### config.mk
export PLATFORM = sky130hd
export DESIGN_NAME = hazard_ctrl_unit
export DESIGN_NICKNAME = d
export VERILOG_FILES = /design/src/rtl/hazard_ctrl_unit.sv
export SDC_FILE = /design/constraint.sdc
export NUM_CORES = 1
export LEC_CHECK = 0
export ABC_AREA = 1
export CAP_MARGIN = 20
export CORE_MARGIN = 10
export CORE_UTILIZATION = 33
export DETAILED_ROUTE_END_ITERATION = 12
export PLACE_DENSITY = 0.85
export SKIP_LAST_GASP = 1
export SYNTH_ARGS = -nofsm -noshare
export SYNTH_HDL_FRONTEND = slang
export SYNTH_SLANG_ARGS = --single-unit
### constraint.sdc
create_clock -name clk_i -period 1.65 [get_ports clk_i]
set_input_delay 0.2475 -clock clk_i [delete_from_list [all_inputs] [get_ports clk_i]]
set_output_delay 0.2475 -clock clk_i [all_outputs]
set_load 0.01 [all_outputs]
### src/rtl/hazard_ctrl_unit.sv
`default_nettype none
// ============================================================================
// Module   : hazard_ctrl_unit
// Purpose  : ID/EX hazard controller. It detects load-use hazards, inserts
//            LOAD_LAT bubbles for each one, flushes IF/ID on a taken branch
//            and freezes the whole pipeline while data memory is busy.
// Revision : 1.0 - initial release
// ----------------------------------------------------------------------------
// Parameters
//   ADDR_W   register-address width
//   LOAD_LAT bubbles inserted per load-use hazard (1..7)
//   CNT_W    width of the stall-cycle performance counter
// Build option
//   HDU_PERF_CNT_EN  when defined, a saturating stall-cycle counter is built.
//                    When undefined, stall_cycles_o is tied to 0.
// Ports
//   clk_i, rst_i     clock and synchronous active-high reset
//   EX_MemRead       the EX instruction is a load
//   EX_Rd_addr       destination register of the EX instruction
//   ID_Rs1/2_addr    source registers of the ID instruction
//   ID_use_rs1/2     the ID instruction actually reads rs1/rs2
//   branch_taken_i   the branch in ID resolved taken
//   mem_busy_i       data memory is not ready
//   noop             insert a bubble into ID/EX
//   stall            hold IF/ID
//   PCWrite          PC write-enable
//   flush_o          clear IF/ID
//   freeze_o         hold all pipeline registers
//   stall_cycles_o   stall-cycle performance counter
// ============================================================================
module hazard_ctrl_unit #(
  parameter int ADDR_W   = 5,
  parameter int LOAD_LAT = 1,
  parameter int CNT_W    = 16
) (
  input  logic              clk_i,
  input  logic              rst_i,
  input  logic              EX_MemRead,
  input  logic [ADDR_W-1:0] EX_Rd_addr,
  input  logic [ADDR_W-1:0] ID_Rs1_addr,
  input  logic [ADDR_W-1:0] ID_Rs2_addr,
  input  logic              ID_use_rs1,
  input  logic              ID_use_rs2,
  input  logic              branch_taken_i,
  input  logic              mem_busy_i,
  output logic              noop,
  output logic              stall,
  output logic              PCWrite,
  output logic              flush_o,
  output logic              freeze_o,
  output logic [CNT_W-1:0]  stall_cycles_o
);

  // Reject out-of-range latencies at elaboration time; bcnt is 3 bits wide.
  generate
    if (LOAD_LAT < 1 || LOAD_LAT > 7) begin : g_bad_load_lat
      $error("hazard_ctrl_unit: LOAD_LAT must be in 1..7");
    end
  endgenerate

  // The detecting cycle is itself the first bubble, so the BUBBLE state
  // covers the remaining LOAD_LAT-1 cycles (bcnt counts down to 0).
  localparam bit          C_MULTI     = (LOAD_LAT > 1);
  localparam int          C_INIT_INT  = (LOAD_LAT > 1) ? (LOAD_LAT - 2) : 0;
  localparam logic [2:0]  C_BCNT_INIT = 3'(C_INIT_INT);

  typedef enum logic [0:0] {
    ST_RUN    = 1'b0,
    ST_BUBBLE = 1'b1
  } state_e;

  state_e     state_q, state_d;
  logic [2:0] bcnt_q,  bcnt_d;
  logic       ld_hz;

  // A hazard exists only when ID really reads the register the load writes.
  // x0 is hard-wired to zero and can never be a real dependency.
  assign ld_hz = EX_MemRead
               & (EX_Rd_addr != '0)
               & ((ID_use_rs1 & (EX_Rd_addr == ID_Rs1_addr))
                | (ID_use_rs2 & (EX_Rd_addr == ID_Rs2_addr)));

  // --------------------------------------------------------------------------
  // Next-state logic. A busy memory freezes the FSM and the bubble count.
  // --------------------------------------------------------------------------
  always_comb begin
    state_d = state_q;
    bcnt_d  = bcnt_q;
    if (!mem_busy_i) begin
      case (state_q)
        ST_RUN: begin
          // With LOAD_LAT=1 the single bubble removes the load from EX,
          // which clears ld_hz by itself, so no extra state is needed.
          if (ld_hz && C_MULTI) begin
            state_d = ST_BUBBLE;
            bcnt_d  = C_BCNT_INIT;
          end
        end
        ST_BUBBLE: begin
          if (bcnt_q == 3'd0) begin
            state_d = ST_RUN;
          end else begin
            bcnt_d = bcnt_q - 3'd1;
          end
        end
        default: begin
          state_d = ST_RUN;
          bcnt_d  = 3'd0;
        end
      endcase
    end
  end

  always_ff @(posedge clk_i) begin
    if (rst_i) begin
      state_q <= ST_RUN;
      bcnt_q  <= 3'd0;
    end else begin
      state_q <= state_d;
      bcnt_q  <= bcnt_d;
    end
  end

  // --------------------------------------------------------------------------
  // Output decode. Outputs are combinational so the first bubble appears in
  // the detection cycle. The stall wins over a simultaneous taken branch
  // because the branch operands are not valid yet; the branch is simply
  // re-evaluated once the stall has drained.
  // --------------------------------------------------------------------------
  always_comb begin
    noop     = 1'b0;
    stall    = 1'b0;
    PCWrite  = 1'b1;
    flush_o  = 1'b0;
    freeze_o = 1'b0;
    if (rst_i) begin
      // idle outputs while in reset
    end else if (mem_busy_i) begin
      freeze_o = 1'b1;
      stall    = 1'b1;
      PCWrite  = 1'b0;
    end else if (state_q == ST_BUBBLE || ld_hz) begin
      noop    = 1'b1;
      stall   = 1'b1;
      PCWrite = 1'b0;
    end else if (branch_taken_i) begin
      flush_o = 1'b1;
    end
  end

  // --------------------------------------------------------------------------
  // Optional stall-cycle counter (saturating).
  // --------------------------------------------------------------------------
`ifdef HDU_PERF_CNT_EN
  logic [CNT_W-1:0] cnt_q;

  always_ff @(posedge clk_i) begin
    if (rst_i) begin
      cnt_q <= '0;
    end else if (stall && (cnt_q != '1)) begin
      cnt_q <= cnt_q + 1'b1;
    end
  end

  assign stall_cycles_o = cnt_q;
`else
  assign stall_cycles_o = '0;
`endif

endmodule
`default_nettype wire

==> flow_summary.yaml, run 1 <==
layout:
  fin_util_pct: 47.4
  drive_gt1_share_pct: 16.3
  layout.nets: 161
  final_cells: 152
  fill_cells: 185
  antenna_cells: 0
  mostFrequentLayoutCells: "32 x nand2_1, 16 x conb_1, 16 x dlygate4sd2_1, 15 x inv_1, 9 x nor2_1"
  layout_commonest_cell: "nand2_1"
  areaGrowthSynthToFinish_pct: 39.4
routing:
  routed_wirelength_um: 1560
  drt_iter0_markers: 7
  wl_per_cell_um: 10.3
  vias_per_cell: 4.24
  ant_nets: 0
  dr.pass1.iters: 4
  route.detailed.drc: 0
  vias: 644
global_routing:
  grt_util_all_layers_pct: 8.26
  grt_pass1_vias: 582
  grt_max_degree: 7
  grt_first_pass_wirelength_um: 2330
  antenna_found_initial: 0
  grt-ovfl-total: 0
synthesis:
  synth_fa_ha_area_share_pct: 4.36
  synthMuxAreaShare_pct: 0
  ys_seq_area_share_pct: 13.9
  synth_top_area_share_pct: 20.9
  syn_inst: 105
  synth-xor-area-share_pct: 0
  yosys.area_share.simple_pct: 37.0
  synth-seq-cells: 4
  synth_top_family_by_area: "simple AND/OR/NAND/NOR gates"
  ys_types: 17
  synth_area_leaders: "buf_4 21%, nand2_1 21%, dfxtp_1 14%, inv_1 9.8%, nor2_1 6.5%"
  syn_avg_cell_area_sq_um: 5.47
  syn_area_sq_um: 574
  synth_compound_area_share_pct: 8.28
  ys_warn_count: 0
  synth_area_leader_cell: "buf_4"
place:
  portBuffers: 26
  dp_cells: 149
  dpl.hpwl_um: 1440
  gp_congestion: 0.700
sta:
  finalClockSkew_ps: 4.27
  period_share_pct: 94.3
  fin_crit_ps: 1560
  rsz0062_at_grt: "no"
  fmax_mhz: 643
  drv_slew: 0
  final-setup-viol-count: 0
  hold_viol: 0
die:
  fp.coreArea_sq_mm: 0.00169
  dieWidth_um: 61.7
  die_y_um: 61.7
  die_area_sq_mm: 0.00381
  row_count: 15
  initial_core_util_pct: 34.0
  io-pin-count: 43
clocking:
  cts_sinks: 4
  cts_tree: "yes"
  cts.clk_slew.worst_paths_ps: 30
  cts_made_buffers: 3
  htree_levels: 1
  root_buffer: "clkbuf_4"
  clock_latency_ps: 240
  max-clock-path-buffers: 2
  cts_hold_buffers: 0
power:
  power_switching_uw: 111
  ir_drop_mv: 0.280
  p_clk_share_pct: 35.0
  p_int_uw: 235
  p_leak_uw: 0.000500
  comb_power_share_pct: 36.9
  seqPwrFrac_pct: 28.2
  cellPowerDensity_mw_per_mm2: 431
  switching_share_pct: 32.1
min_path:
  min_path_cells: 1
  hold_end: "bcnt_q[0]$_SDFFE_PP0P_"
  hold_path.startpoint: "bcnt_q[0]$_SDFFE_PP0P_"
  hold_class: "register to register"
worst_setup_path:
  crit_arrival_ps: 1310
  reg2reg_slack_ps: 250
  crit_type: "input pin to output port"
  reg2reg_depth: 6
  worstPathMaxFanout: 3
  reg2reg_to: "bcnt_q[0]$_SDFFE_PP0P_"
  critPathLaunchType: "input pin"
  critPathRequiredTime_ps: 1400
  reg2reg_from: "bcnt_q[0]$_SDFFE_PP0P_"
  worstSetupEndpointType: "output port"
outcome:
  status: "finished clean"
run:
  cap_violations: 0
## cells in the mapped netlist (all sizes together)
cell	count
nand2	35
dfxtp	4
inv	22
conb	1
nand3	4
nor2	10
nor3	1
buf	16
a211oi	1
nand4	1
a21oi	4
ha	2
o21ai	4
## kinds of logic after synthesis
group	after synthesis
compound gates	9
fa+ha+maj	2
buf+inv	38
flops	4
other cells	1
simple gates	51
## worst max path at each step
stage | end | start | cells past startpoint | slack (ps)
2_1_floorplan | bcnt_q[0]$_SDFFE_PP0P_ | bcnt_q[0]$_SDFFE_PP0P_ | 6 | 380
3_3_place_gp | stall | EX_Rd_addr[4] | 12 | -550
3_5_place_dp | stall | EX_Rd_addr[4] | 12 | -590
4_1_cts | stall | ID_use_rs1 | 10 | 4
5_1_grt | stall | EX_Rd_addr[4] | 12 | 10
6_report | stall | EX_Rd_addr[2] | 12 | 90
## registers in the layout, summed over array words and instances, names as in the netlist
signal / cells
bcnt_q: 3
state_q: 1
## cell type report
class                   instances  area (sq um)  share of cell area, %
clock buffers                   3          22.5                   2.81
multi-input cells              78           352                   43.9
well taps                      17          21.3                   2.66
flip-flops and latches          4          80.1                   10.0
repair buffers                 28           240                   30.0
inverters                      22          85.1                   10.6
## repair_timing
action	4_1_cts	5_1_grt
setup buffers	0	0
setup endpoints to repair	5	4
pin swaps	7	8
cloned	0	0
resized for setup	34	2
hold endpoints to repair	0	0
## power by group through the flow
stage	clock (uW)	sequential (uW)	combinational [uW]
floorplan	0	98.7	91.4
global placement	0	98.7	140
detailed placement	0	98.7	143
CTS	125	97.2	127
global route	139	97.0	144
finish	121	97.3	127
## metrics by stage
step	setup slack (ps)	area [sq um]	setup TNS [ps]	hold WS (ps)	power (uW)
final	93.6	801	0	455	346
after global routing	9.70	801	0	487	380
after CTS	4.19	796	0	455	349
after detailed placement	-586	807	-2220	449	242
after global placement	-551	807	-2060	443	239
after floorplan	382	631	0	320	190
## per-layer routing
| layer | track usage, % | wire length (um) | up-vias |
|---|---|---|---|
| li1 | - | - | 344 |
| met1 | 6.81 | 546 | 270 |
| met2 | 15.5 | 787 | 26 |
| met3 | 3.66 | 201 | 4 |
| met4 | 5.41 | 28 | 0 |
| met5 | 0 | 0 | - |
## critical path, cell delays in order
cell,delay (ps)
dlygate4sd2_1,250
inv_2,60
nand2_1,70
nand2_2,50
nor2_2,100
nand3_1,80
nand2_1,80
nand2_2,70
nand2_2,70
nand2_1,40
nand2_1,60
buf_2,130
No activity file was read; power rests on OpenSTA's default activity.
==> run 2, diff against run 1 <==
- CORE_UTILIZATION: 33 -> 34
- CTS_BUF_LIST: unset -> sky130_fd_sc_hd__clkbuf_8
- PLACE_DENSITY: 0.85 -> 0.87
==> run 2 against run 1 <==
  * Clock power rose by 74%
  * Maximum frequency rose by 1.3%
  * Largest cell class unchanged
  * Routed wire length up 4.5%
  * Setup slack better by 19 ps
  * Critical path type unchanged
  * Utilization increased by 4.7 points
  * Critical path depth unchanged
  * Via count rose by 0.47%
  * Cell area increased by 1.4%
  * Non-clock buffer count unchanged
==> flow_summary.yaml, run 2 (same netlist as run 1, synthesis figures left out) <==
worst_setup_path:
  worstSetupEndpointType: "output port"
  crit_type: "input pin to output port"
  worstPathMaxFanout: 4
  crit_arrival_ps: 1290
  reg2reg_slack_ps: 250
  max_stage_delay_ps: 200
  cp_slowest_cell: "clkdlybuf4s15_1"
  crit_top_cell: "nand2_1"
  critPathRequiredTime_ps: 1400
  crit_buf_inv: 3
  path_delay_family: "simple AND/OR/NAND/NOR gates"
  critPathLaunchType: "input pin"
  path_cells: "clkdlybuf4s15_1, inv_2, nand2_1, nand2_1, nor2_1, nand3_1, nand2_1, nand2_2, nand2_2, nand2_1, nand2_1, buf_2"
die:
  die_area_sq_mm: 0.00373
  dieWidth_um: 61.1
  die_y_um: 61.1
  initial_core_util_pct: 36.8
  fp.coreArea_sq_mm: 0.00156
  io-pin-count: 43
  row_count: 14
clocking:
  cts_tree: "yes"
  max-clock-path-buffers: 2
  cts_hold_buffers: 0
  clock_latency_ps: 220
  post_cts_buffers: 0
  htree_levels: 1
  cts_made_buffers: 3
  cts_sinks: 4
  cts.clk_slew.worst_paths_ps: 30
  root_buffer: "clkbuf_8"
sta:
  period_share_pct: 93.2
  fin_tns_setup_ps: 0
  fmax_mhz: 651
  fin_crit_ps: 1540
  drv_slew: 0
  rsz0062_at_grt: "no"
  hold_viol: 0
  final-setup-viol-count: 0
  finalClockSkew_ps: 1.86
power:
  cellPowerDensity_mw_per_mm2: 538
  ir_drop_mv: 0.342
  p_leak_uw: 0.000503
global_routing:
  grt_util_all_layers_pct: 9.37
  grt_first_pass_wirelength_um: 2640
  grt-ovfl-total: 0
  grt_pass1_vias: 646
  antenna_found_initial: 0
  grt_max_degree: 7
layout:
  final_cells: 151
  design_area_sq_um: 812
  top_register: "bcnt_q"
  largest_registers: "bcnt_q (3), state_q (1)"
  largest_reg_flops: 3
  fin_util_pct: 52.1
  antenna_cells: 0
  drive_gt1_share_pct: 19.3
  mostFrequentLayoutCells: "32 x nand2_1, 16 x conb_1, 15 x inv_1, 11 x dlygate4sd2_1, 8 x nor2_1"
  fill_cells: 161
  layout_commonest_cell: "nand2_1"
  areaGrowthSynthToFinish_pct: 41.4
  layout.nets: 161
routing:
  route.detailed.drc: 0
  drt_iter0_markers: 3
  wl_per_cell_um: 10.8
  vias: 647
  vias_per_cell: 4.28
  dr.pass1.iters: 4
  ant_nets: 0
  routed_wirelength_um: 1640
place:
  dpl_cell_area_sq_um: 806
  dp_cells: 148
  portBuffers: 26
  gp_congestion: 0.734
  dpl.hpwl_um: 1460
run:
  cap_violations: 0
outcome:
  status: "finished clean"
min_path:
  hold_class: "register to register"
==> run 2: path summary, 6_finish.rpt <==
path | start | endpoint | depth (start not counted)
worst max-delay path | EX_Rd_addr[3] | stall | 12
worst min-delay path | bcnt_q[0]$_SDFFE_PP0P_ | bcnt_q[0]$_SDFFE_PP0P_ | 1
worst max register to register | bcnt_q[0]$_SDFFE_PP0P_ | bcnt_q[2]$_SDFFE_PP0P_ | 6
worst min register to register | bcnt_q[0]$_SDFFE_PP0P_ | bcnt_q[0]$_SDFFE_PP0P_ | 1
==> run 2: where the power goes <==
part | leakage (uW) | switching (uW) | total (uW) | internal, uW
Combinational | 0.000449 | 73.1 | 129 | 56.2
Sequential | 0.0000322 | 0.0000000000000980 | 97.4 | 97.4
Clock | 0.0000216 | 54.3 | 210 | 156
Total | 0.000503 | 127 | 437 | 309
==> run 2: area by class of cell <==
cell class	count	area [sq um]	area share [%]
inverters	22	85.1	10.5
repair buffers	28	231	28.5
well taps	16	20.0	2.47
multi-input cells	78	354	43.6
clock buffers	3	41.3	5.08
flip-flops and latches	4	80.1	9.86
==> run 2: what timing repair did <==
| item | CTS | global route |
|---|---|---|
| resized for setup | 34 | 11 |
| pin swaps | 11 | 11 |
| setup endpoints to repair | 5 | 4 |
| cloned | 0 | 0 |
==> run 2: through the flow <==
stage	worst slack, ps	hold WS (ps)	total power [uW]
detailed placement	-567	450	242
CTS	36.8	453	439
global placement	-555	443	239
finish	113	448	437
floorplan	382	320	190
global route	7.06	478	471
==> run 2: per-layer routing <==
layer	track usage (%)	vias to the layer above	wire length, um
met4	4.56	0	28
met3	3.50	5	146
met5	0	-	0
met2	18.0	26	884
li1	-	341	-
met1	8.35	275	575
